[config.mk]
export PLATFORM = sky130hd
export DESIGN_NAME = pipe_hazard_ctrl
export DESIGN_NICKNAME = d
export VERILOG_FILES = /design/src/rtl/pipe_hazard_ctrl_pkg.sv /design/src/rtl/pipe_hazard_ctrl_sat_counter.sv /design/src/rtl/pipe_hazard_ctrl.sv
export SDC_FILE = /design/constraint.sdc
export NUM_CORES = 1
export LEC_CHECK = 0
export ABC_AREA = 1
export CORE_UTILIZATION = 51
export CTS_BUF_LIST = sky130_fd_sc_hd__clkbuf_16
export CTS_CLUSTER_DIAMETER = 50
export DETAILED_ROUTE_END_ITERATION = 8
export PLACE_DENSITY = 0.78
export SYNTH_ARGS = -nofsm -noshare
export SYNTH_HDL_FRONTEND = slang
export SYNTH_SLANG_ARGS = --single-unit
[constraint.sdc]
create_clock -name clk -period 2.32 [get_ports clk]
set_clock_uncertainty 0.05 [all_clocks]
set_input_delay 0.464 -clock clk [delete_from_list [all_inputs] [get_ports clk]]
set_output_delay 0.464 -clock clk [all_outputs]
set_load 0.005 [all_outputs]
[src/rtl/pipe_hazard_ctrl_pkg.sv]
// -----------------------------------------------------------------------------
// pipe_hazard_ctrl_pkg
// Shared definitions for the RISC Toy pipeline sequencer:
//   - state_e      : sequencer state encodings (RUN / LSTALL / MWAIT)
//   - OP_*         : decode opcode constants (loads, stores, jumps)
//   - is_load/is_store/is_jump : opcode classification helpers for decode
// -----------------------------------------------------------------------------
package pipe_hazard_ctrl_pkg;

    typedef enum logic [1:0] {
        ST_RUN    = 2'd0,
        ST_LSTALL = 2'd1,
        ST_MWAIT  = 2'd2
    } state_e;

    localparam logic [4:0] OP_LOAD_W  = 5'b10011;
    localparam logic [4:0] OP_LOAD_B  = 5'b10100;
    localparam logic [4:0] OP_STORE_W = 5'b10101;
    localparam logic [4:0] OP_STORE_B = 5'b10110;
    localparam logic [4:0] OP_JMP_0   = 5'b10000;
    localparam logic [4:0] OP_JMP_1   = 5'b10001;
    localparam logic [4:0] OP_JMP_2   = 5'b10010;

    function automatic logic is_load(input logic [4:0] op);
        return (op == OP_LOAD_W) || (op == OP_LOAD_B);
    endfunction

    function automatic logic is_store(input logic [4:0] op);
        return (op == OP_STORE_W) || (op == OP_STORE_B);
    endfunction

    function automatic logic is_jump(input logic [4:0] op);
        return (op == OP_JMP_0) || (op == OP_JMP_1) || (op == OP_JMP_2);
    endfunction

endpackage

[src/rtl/pipe_hazard_ctrl_sat_counter.sv]
// -----------------------------------------------------------------------------
// sat_counter
// Up-counter that stops at MAX. clr has priority over inc.
// Ports:
//   clk, rst_n : clock, asynchronous active-low reset (count -> 0)
//   inc        : increment by one unless already at MAX
//   clr        : synchronous clear to zero
//   count      : current value
// -----------------------------------------------------------------------------
module sat_counter #(
    parameter int unsigned W   = 16,
    parameter logic [W-1:0] MAX = {W{1'b1}}
) (
    input  logic         clk,
    input  logic         rst_n,
    input  logic         inc,
    input  logic         clr,
    output logic [W-1:0] count
);

    logic [W-1:0] cnt_q;
    logic [W-1:0] cnt_d;

    always_comb begin
        cnt_d = cnt_q;
        if (clr) begin
            cnt_d = '0;
        end else if (inc && (cnt_q != MAX)) begin
            cnt_d = cnt_q + 1'b1;
        end
    end

    always_ff @(posedge clk or negedge rst_n) begin
        if (!rst_n) begin
            cnt_q <= '0;
        end else begin
            cnt_q <= cnt_d;
        end
    end

    assign count = cnt_q;

endmodule

[src/rtl/pipe_hazard_ctrl.sv]
// -----------------------------------------------------------------------------
// pipe_hazard_ctrl
// Pipeline sequencer for the 5-stage RISC Toy core. Resolves memory-wait
// freezes, branch/jump redirect flushes and load-use stalls (in that priority)
// and drives per-stage write enables, flushes and the PC redirect select.
// All stage controls are combinational (Mealy) from state and inputs.
// Ports:
//   clk, rst_n                 : clock, asynchronous active-low reset
//   id_ra/id_rb, id_uses_ra/rb : ID source registers and their use flags
//   ex_memread, ex_rd          : EX instruction is a load, and its destination
//   ex_branch_taken, ex_jump   : EX control-flow change
//   mem_req, mem_ready         : data-memory handshake from MEM
//   pc_write..memwb_write      : stage enables / flushes / PC mux select
//   mem_error                  : sticky memory-timeout flag
//   stall_count, flush_count   : saturating statistics
// -----------------------------------------------------------------------------
module pipe_hazard_ctrl
    import pipe_hazard_ctrl_pkg::*;
#(
    parameter int LOAD_STALL_CYCLES = 1,
    parameter int MEM_TIMEOUT       = 255,
    parameter int CNT_W             = 16
) (
    input  logic             clk,
    input  logic             rst_n,
    input  logic [4:0]       id_ra,
    input  logic [4:0]       id_rb,
    input  logic             id_uses_ra,
    input  logic             id_uses_rb,
    input  logic             ex_memread,
    input  logic [4:0]       ex_rd,
    input  logic             ex_branch_taken,
    input  logic             ex_jump,
    input  logic             mem_req,
    input  logic             mem_ready,
    output logic             pc_write,
    output logic             pc_redirect,
    output logic             ifid_write,
    output logic             ifid_flush,
    output logic             idex_write,
    output logic             idex_flush,
    output logic             exmem_write,
    output logic             memwb_write,
    output logic             mem_error,
    output logic [CNT_W-1:0] stall_count,
    output logic [CNT_W-1:0] flush_count
);

    localparam logic [2:0] LS_RELOAD = 3'(LOAD_STALL_CYCLES - 1);
    localparam logic [9:0] WAIT_MAX  = 10'(MEM_TIMEOUT);

    state_e     state_q, state_d;
    logic [2:0] rem_q, rem_d;
    logic       err_q;
    logic [9:0] wait_cnt;

    logic mem_busy, redirect, lu_hit, stall_pending;
    logic stall_inc, flush_inc;

    assign mem_busy = mem_req & ~mem_ready;
    assign redirect = ex_branch_taken | ex_jump;
    assign lu_hit   = ex_memread & ((id_uses_ra & (id_ra == ex_rd)) |
                                    (id_uses_rb & (id_rb == ex_rd)));

    // A load-use stall interrupted by a freeze parks in MWAIT with its
    // remaining count intact and resumes once memory completes.
    assign stall_pending = (state_q == ST_LSTALL) ||
                           ((state_q == ST_MWAIT) && (rem_q != 3'd0));

    always_comb begin
        state_d     = ST_RUN;
        rem_d       = rem_q;
        stall_inc   = 1'b0;
        flush_inc   = 1'b0;
        pc_write    = 1'b1;
        pc_redirect = 1'b0;
        ifid_write  = 1'b1;
        ifid_flush  = 1'b0;
        idex_write  = 1'b1;
        idex_flush  = 1'b0;
        exmem_write = 1'b1;
        memwb_write = 1'b1;

        if (mem_busy) begin
            // Freeze: hold every pipeline register, keep the stall count.
            state_d     = ST_MWAIT;
            stall_inc   = 1'b1;
            pc_write    = 1'b0;
            ifid_write  = 1'b0;
            idex_write  = 1'b0;
            exmem_write = 1'b0;
            memwb_write = 1'b0;
        end else if (redirect) begin
            // The ID instruction is flushed, so any load-use hit is moot.
            state_d     = ST_RUN;
            rem_d       = 3'd0;
            flush_inc   = 1'b1;
            pc_redirect = 1'b1;
            ifid_flush  = 1'b1;
            idex_flush  = 1'b1;
        end else if (stall_pending) begin
            rem_d       = rem_q - 3'd1;
            state_d     = (rem_q > 3'd1) ? ST_LSTALL : ST_RUN;
            stall_inc   = 1'b1;
            pc_write    = 1'b0;
            ifid_write  = 1'b0;
            idex_flush  = 1'b1;
        end else if (lu_hit) begin
            rem_d       = LS_RELOAD;
            state_d     = (LS_RELOAD != 3'd0) ? ST_LSTALL : ST_RUN;
            stall_inc   = 1'b1;
            pc_write    = 1'b0;
            ifid_write  = 1'b0;
            idex_flush  = 1'b1;
        end

        // Pipeline is fully quiescent while reset is asserted.
        if (!rst_n) begin
            pc_write    = 1'b0;
            pc_redirect = 1'b0;
            ifid_write  = 1'b0;
            ifid_flush  = 1'b0;
            idex_write  = 1'b0;
            idex_flush  = 1'b0;
            exmem_write = 1'b0;
            memwb_write = 1'b0;
        end
    end

    always_ff @(posedge clk or negedge rst_n) begin
        if (!rst_n) begin
            state_q <= ST_RUN;
            rem_q   <= 3'd0;
            err_q   <= 1'b0;
        end else begin
            state_q <= state_d;
            rem_q   <= rem_d;
            // Sets on the edge where the wait count reaches MEM_TIMEOUT.
            if (mem_busy && (wait_cnt == WAIT_MAX - 10'd1)) begin
                err_q <= 1'b1;
            end
        end
    end

    assign mem_error = err_q;

    sat_counter #(.W(CNT_W)) u_stall_cnt (
        .clk   (clk),
        .rst_n (rst_n),
        .inc   (stall_inc),
        .clr   (1'b0),
        .count (stall_count)
    );

    sat_counter #(.W(CNT_W)) u_flush_cnt (
        .clk   (clk),
        .rst_n (rst_n),
        .inc   (flush_inc),
        .clr   (1'b0),
        .count (flush_count)
    );

    sat_counter #(.W(10), .MAX(WAIT_MAX)) u_wait_cnt (
        .clk   (clk),
        .rst_n (rst_n),
        .inc   (mem_busy),
        .clr   (~mem_busy),
        .count (wait_cnt)
    );

endmodule

# --- After elaboration in Yosys (flattened, before gate mapping) ---
# Index checks and enable logic that the tools add are counted.
word_totals:
  word_cells: 63
  latch_bits: 0
  ram_bits: 0
  mem_count: 0
  register_bits: 48
  output_inout_bits: 41
  input_bits: 24
  rom_bits: 0
classes:
  n_div: 0
  n_addsub: 4
  multipliers: 0
  shift: 0
  n_eq_ne: 9
  order_cmp: 1
  mux: 26
  reduce_logical: 9
  bitwise: 8
op_table:
  columns: ["op", "n"]
  rows:
  - ["16-bit by 1-bit adder with 16-bit output, second input constant", 2]
  - ["16-bit != test, second input constant", 2]
  - ["1-bit two-way mux", 20]
  - ["10-bit two-way mux", 2]
  - ["10-bit by 1-bit adder with 10-bit output, second input constant", 1]
  - ["10-bit by 8-bit == test with 1-bit output, second input constant", 1]
  - ["5-bit == test", 2]
  - ["10-bit by 8-bit != test with 1-bit output, second input constant", 1]
  - ["3-bit two-way mux", 3]
  - ["3-bit nonzero test", 2]
  - ["1-bit logical AND", 5]
  - ["1-bit bitwise AND", 4]
  - ["3-bit by 1-bit greater-than comparator with 1-bit output, second input constant", 1]
  - ["3-bit by 1-bit subtractor with 3-bit output, second input constant", 1]
  - ["2-bit by 1-bit == test with 1-bit output, second input constant", 1]
  - ["2-bit == test, second input constant", 1]
  - ["2-bit two-way mux", 1]
  - ["2-bit by 1-bit != test with 1-bit output, second input constant", 1]
  - ["1-bit inverter", 2]
  - ["1-bit bitwise OR", 2]
  - ["2-bit AND reduction", 1]
  - ["1-bit logical OR", 1]

# --- Depth between registers and ports, before layout ---
depth:
  word_depth: 9
  ltp_mapped: 12
  mapped_depth_nobuf: 11

# --- Hierarchy ---
# From an unflattened synthesis, not the netlist that was laid out.
unflattened:
  hier_cells: 485
  hier_area_um2: 3413.3
by_module_without_submodules:
  columns: ["mod", "n_inst", "area_per_inst_um2", "seq_area_each_um2", "cells_per_inst"]
  rows:
  - ["sat_counter (u_flush_cnt ...)", 2, 1037.2, 400.4, 144]
  - ["sat_counter (u_wait_cnt)", 1, 674.4, 250.2, 85]
  - ["pipe_hazard_ctrl", 1, 664.4, 150.1, 112]

# --- Worst setup path before layout ---
# Ideal clock, no wire load.
synth_timing:
  path_type: "flip-flop to output port"
  start: "register rem_q[0]"
  end: "output port pc_write"
  stages_incl_launch_ff: 10
  slack_ns: 0.207
  required_time_ns: 1.806
  t_arrival_ns: 1.599
  n_path_buf: 2
  path_cell_list: "dfrtp_1 inv_1 ha_1 nand2_1 nand3_1 o21a_1 nand3_2 buf_2 a21oi_1 buf_4"
synth_via:
  elab_chain_cells: 7
synth_lines:
  columns: ["element", "line_no", "source"]
  rows:
  - ["start: declaration", "pipe_hazard_ctrl.sv:53", "logic [2:0] rem_q, rem_d;"]
  - ["start signal: assignment", "pipe_hazard_ctrl.sv:137", "rem_q <= rem_d;"]
  - ["3-bit nonzero test", "pipe_hazard_ctrl.sv:68", "((state_q == ST_MWAIT) && (rem_q != 3'd0));"]
  - ["1-bit logical AND", "pipe_hazard_ctrl.sv:68", null]
  - ["1-bit logical OR", "pipe_hazard_ctrl.sv:67", "assign stall_pending = (state_q == ST_LSTALL) ||"]
  - ["1-bit two-way mux (4 in series)", null, null]
  - ["end: declaration", "pipe_hazard_ctrl.sv:36", "output logic pc_write,"]
# Every way passes these cells.

# --- Final worst setup path ---
layout_timing:
  start: "input port mem_ready"
  end: "output port memwb_write"
layout_via:
  elab_chain_cells: 4
layout_lines:
  columns: ["element", "line_no", "source"]
  rows:
  - ["start: declaration", "pipe_hazard_ctrl.sv:35", "input logic mem_ready,"]
  - ["1-bit inverter", "pipe_hazard_ctrl.sv:60", "assign mem_busy = mem_req & ~mem_ready;"]
  - ["1-bit bitwise AND", "pipe_hazard_ctrl.sv:60", null]
  - ["1-bit two-way mux", "pipe_hazard_ctrl.sv:84", "if (mem_busy) begin"]
  - ["1-bit two-way mux", "pipe_hazard_ctrl.sv:118", "if (!rst_n) begin"]
  - ["end: declaration", "pipe_hazard_ctrl.sv:43", "output logic memwb_write,"]
# Every way passes these cells.

==> flow_metrics.py <==
metrics = {
    "finish": {
        "final_cell_mix": "nand2_1, dfrtp_1, clkdlybuf4s50_1",
        "drive_above_1_share_pct": 9.84,
        "area_growth_pct": 33.1,
        "finalNetCount": 477,
        "insertedDiodeCount": 0,
        "final_common_cell": "nand2_1",
    },
    "floorplanning": {
        "dieArea_mm2": 0.00592,
        "io_pins": 65,
        "core_area_mm2": 0.00527,
        "num_rows": 26,
        "die_w_um": 76.9,
        "die_h_um": 76.9,
        "start_util_pct": 54.3,
    },
    "detailed_routing": {
        "drtAntennaViolNets": 0,
        "drt-total-wl_mm": 6.60,
        "drcViolationCount": 0,
        "drt_iter0_drc": 141,
        "routedWlPerCell_um": 12.8,
        "vias": 2741,
        "dr.pass1.iters": 4,
        "vias_per_cell": 5.30,
    },
    "clock_tree": {
        "cts.hold.buffers_added": 0,
        "htree_levels": 2,
        "cts_sinks": 48,
        "clk_pin_slew_ns": 0.07,
        "cts_tree": "done",
        "clockBufferDepth": 2,
        "root_buffer": "clkbuf_16",
        "cts_made_buffers": 5,
        "clkLatencyLatePin_ns": 0.29,
    },
    "yosys": {
        "synthCells": 373,
        "synth_seq_area_share_pct": 42.0,
        "async_flop_share_pct": 100,
        "synth_fp_nets": 404,
        "yosys_warnings": 0,
        "synth_area_mm2": 0.00286,
        "synth-main-ff-cell": "dfrtp_1",
        "synthDistinctLibCells": 30,
        "syn_area_per_cell_um2": 7.67,
        "synth-edff-count": 0,
        "synth_seq_cells": 48,
    },
    "worst_setup_path": {
        "cp-start-kind": "primary input",
        "required_ns": 1.81,
        "path_class": "primary input to output port",
        "reg2reg_slack_ns": 0.27,
        "critPathMaxStageDelay_ns": 0.55,
        "critical_path.most_common_cell": "clkdlybuf4s50_1",
        "rr_worst_depth": 10,
        "r2r_start": "u_stall_cnt.count[0]",
        "cp_top_family": "buffers and inverters",
        "crit_buf_inv": 2,
        "critPathArrivalTime_ns": 1.72,
        "crit_path_end_kind": "output port",
        "crit_fanout": 4,
        "timing.rr.end": "u_stall_cnt.count[11]",
        "crit_path_cell_trace": "clkdlybuf4s50_1, nor2_2, nor2_1, clkdlybuf4s50_1",
        "cp_slowest_cell": "clkdlybuf4s50_1",
    },
    "place": {
        "gp_congestion": 0.840,
        "port_buffers": 64,
        "dp.final_hpwl_mm": 4.68,
    },
    "grt": {
        "grt_max_degree": 49,
        "gr-usage-all-layers_pct": 23.8,
        "antenna_found_initial": 0,
        "grt_pass1_vias": 2610,
        "grt_pass1_wl_mm": 11.4,
        "grt-ovfl-total": 0,
    },
    "sta": {
        "rsz0062_at_grt": "yes",
        "worst_pin_slew_ns": 0.584,
        "hold-worst-slack_ns": 0.231,
        "fmax_ghz": 0.447,
        "setup_violations": 0,
        "final.min_clock_period_ns": 2.23,
        "fin_crit_sh_pct": 96.3,
        "finalMaxSlewViolations": 0,
        "setup_tns_ns": 0,
        "relSlewSlack_pct": 61.1,
        "finalHoldViolCount": 0,
    },
    "power": {
        "irDropWorstVdd_v": 0.000580,
        "powerDensity_mw_per_mm2": 620,
        "power_uw": 2360,
        "p_leak_uw": 0.00193,
    },
    "min_path": {
        "holdCritPathClass": "primary input to asynchronous set/reset pin",
    },
    "status": {
        "status": "completed",
    },
    "job": {
        "maxCapViolations": 0,
    },
}
[cells in the mapped netlist, types with 2 or more instances]
library cell / instances / area share (%)
clkinv_1: 2 / 0.26
buf_4: 4 / 1.0
buf_2: 6 / 1.0
nor2_1: 45 / 5.9
dfrtp_1: 48 / 42
ha_1: 7 / 3.1
a21oi_1: 4 / 0.70
xnor2_1: 13 / 4.0
nor3_1: 11 / 1.9
nand3_2: 3 / 1.0
nand4_1: 21 / 4.6
nand3_1: 22 / 3.8
inv_1: 41 / 5.4
xor2_1: 19 / 5.8
nand2_1: 104 / 14
o21ai_0: 9 / 1.6
[metrics by stage]
step           std cells  util, %  instance area, um^2  setup WS, ns
3_5_place_dp         507     68.3                 3600        -0.361
6_report             517     72.3                 3810        0.0853
2_1_floorplan        373        -                 2860         0.207
5_1_grt              517     72.3                 3810      -0.00990
4_1_cts              515     71.6                 3770       -0.0305
3_3_place_gp         507     68.3                 3600        -0.349
[worst max path at each step]
stage	startpoint	endpoint	cells after the start
floorplan	rem_q[0]	pc_write	9
global placement	ex_rd[3]	idex_flush	12
detailed placement	ex_rd[4]	idex_flush	12
CTS	id_rb[1]	idex_flush	12
global route	rem_q[0]	idex_flush	10
finish	mem_ready	memwb_write	4
[routing by layer]
| layer | routed length (um) | GRT usage (%) |
|---|---|---|
| met1 | 2920 | 29.7 |
| met2 | 3300 | 42.4 |
| met3 | 306 | 3.57 |
| met4 | 71 | 6.92 |
| met5 | 0 | 0 |
[layout make-up]
cell class	count	area [um^2]
Fill cell	425	1460
Clock inverter	3	46.3
Inverter	43	161
Clock buffer	5	125
Sequential cell	48	1200
Tap cell	70	87.6
Timing Repair Buffer	77	743
Multi-Input combinational cell	271	1450
[cells by family (layout without fill, tap and decap cells)]
family / after synthesis / after routing / synth area share, %
adders and majority gates: 7 / 7 / 3.06
DFF: 48 / 48 / 42.0
xor gates and xnor gates: 32 / 32 / 9.79
AOI/OAI and AO/OA: 18 / 18 / 3.50
and+or+nand+nor: 214 / 214 / 33.6
buffers and inverters: 54 / 128 / 8.13
[where the power goes]
part,leakage (uW),internal (uW),switching (uW)
registers,0.000652,921,113
clock network,0.0000804,512,325
logic,0.00120,285,206
total,0.00193,1720,645
[repair_timing]
action                                  in CTS  in global routing
resized for setup                           20                 17
endpoints found under the setup margin       5                  5
pin swaps                                    1                  6
buffers inserted                             0                  2
gates cloned                                 0                  0
[sequential cells by signal, indices dropped and copies added, names as in the netlist]
| name | flops |
|---|---|
| u_stall_cnt.count | 16 |
| u_wait_cnt.count | 10 |
| mem_error | 1 |
| rem_q | 3 |
| u_flush_cnt.count | 16 |
| state_q | 2 |
Note: power is estimated with default switching activity, not from simulation.
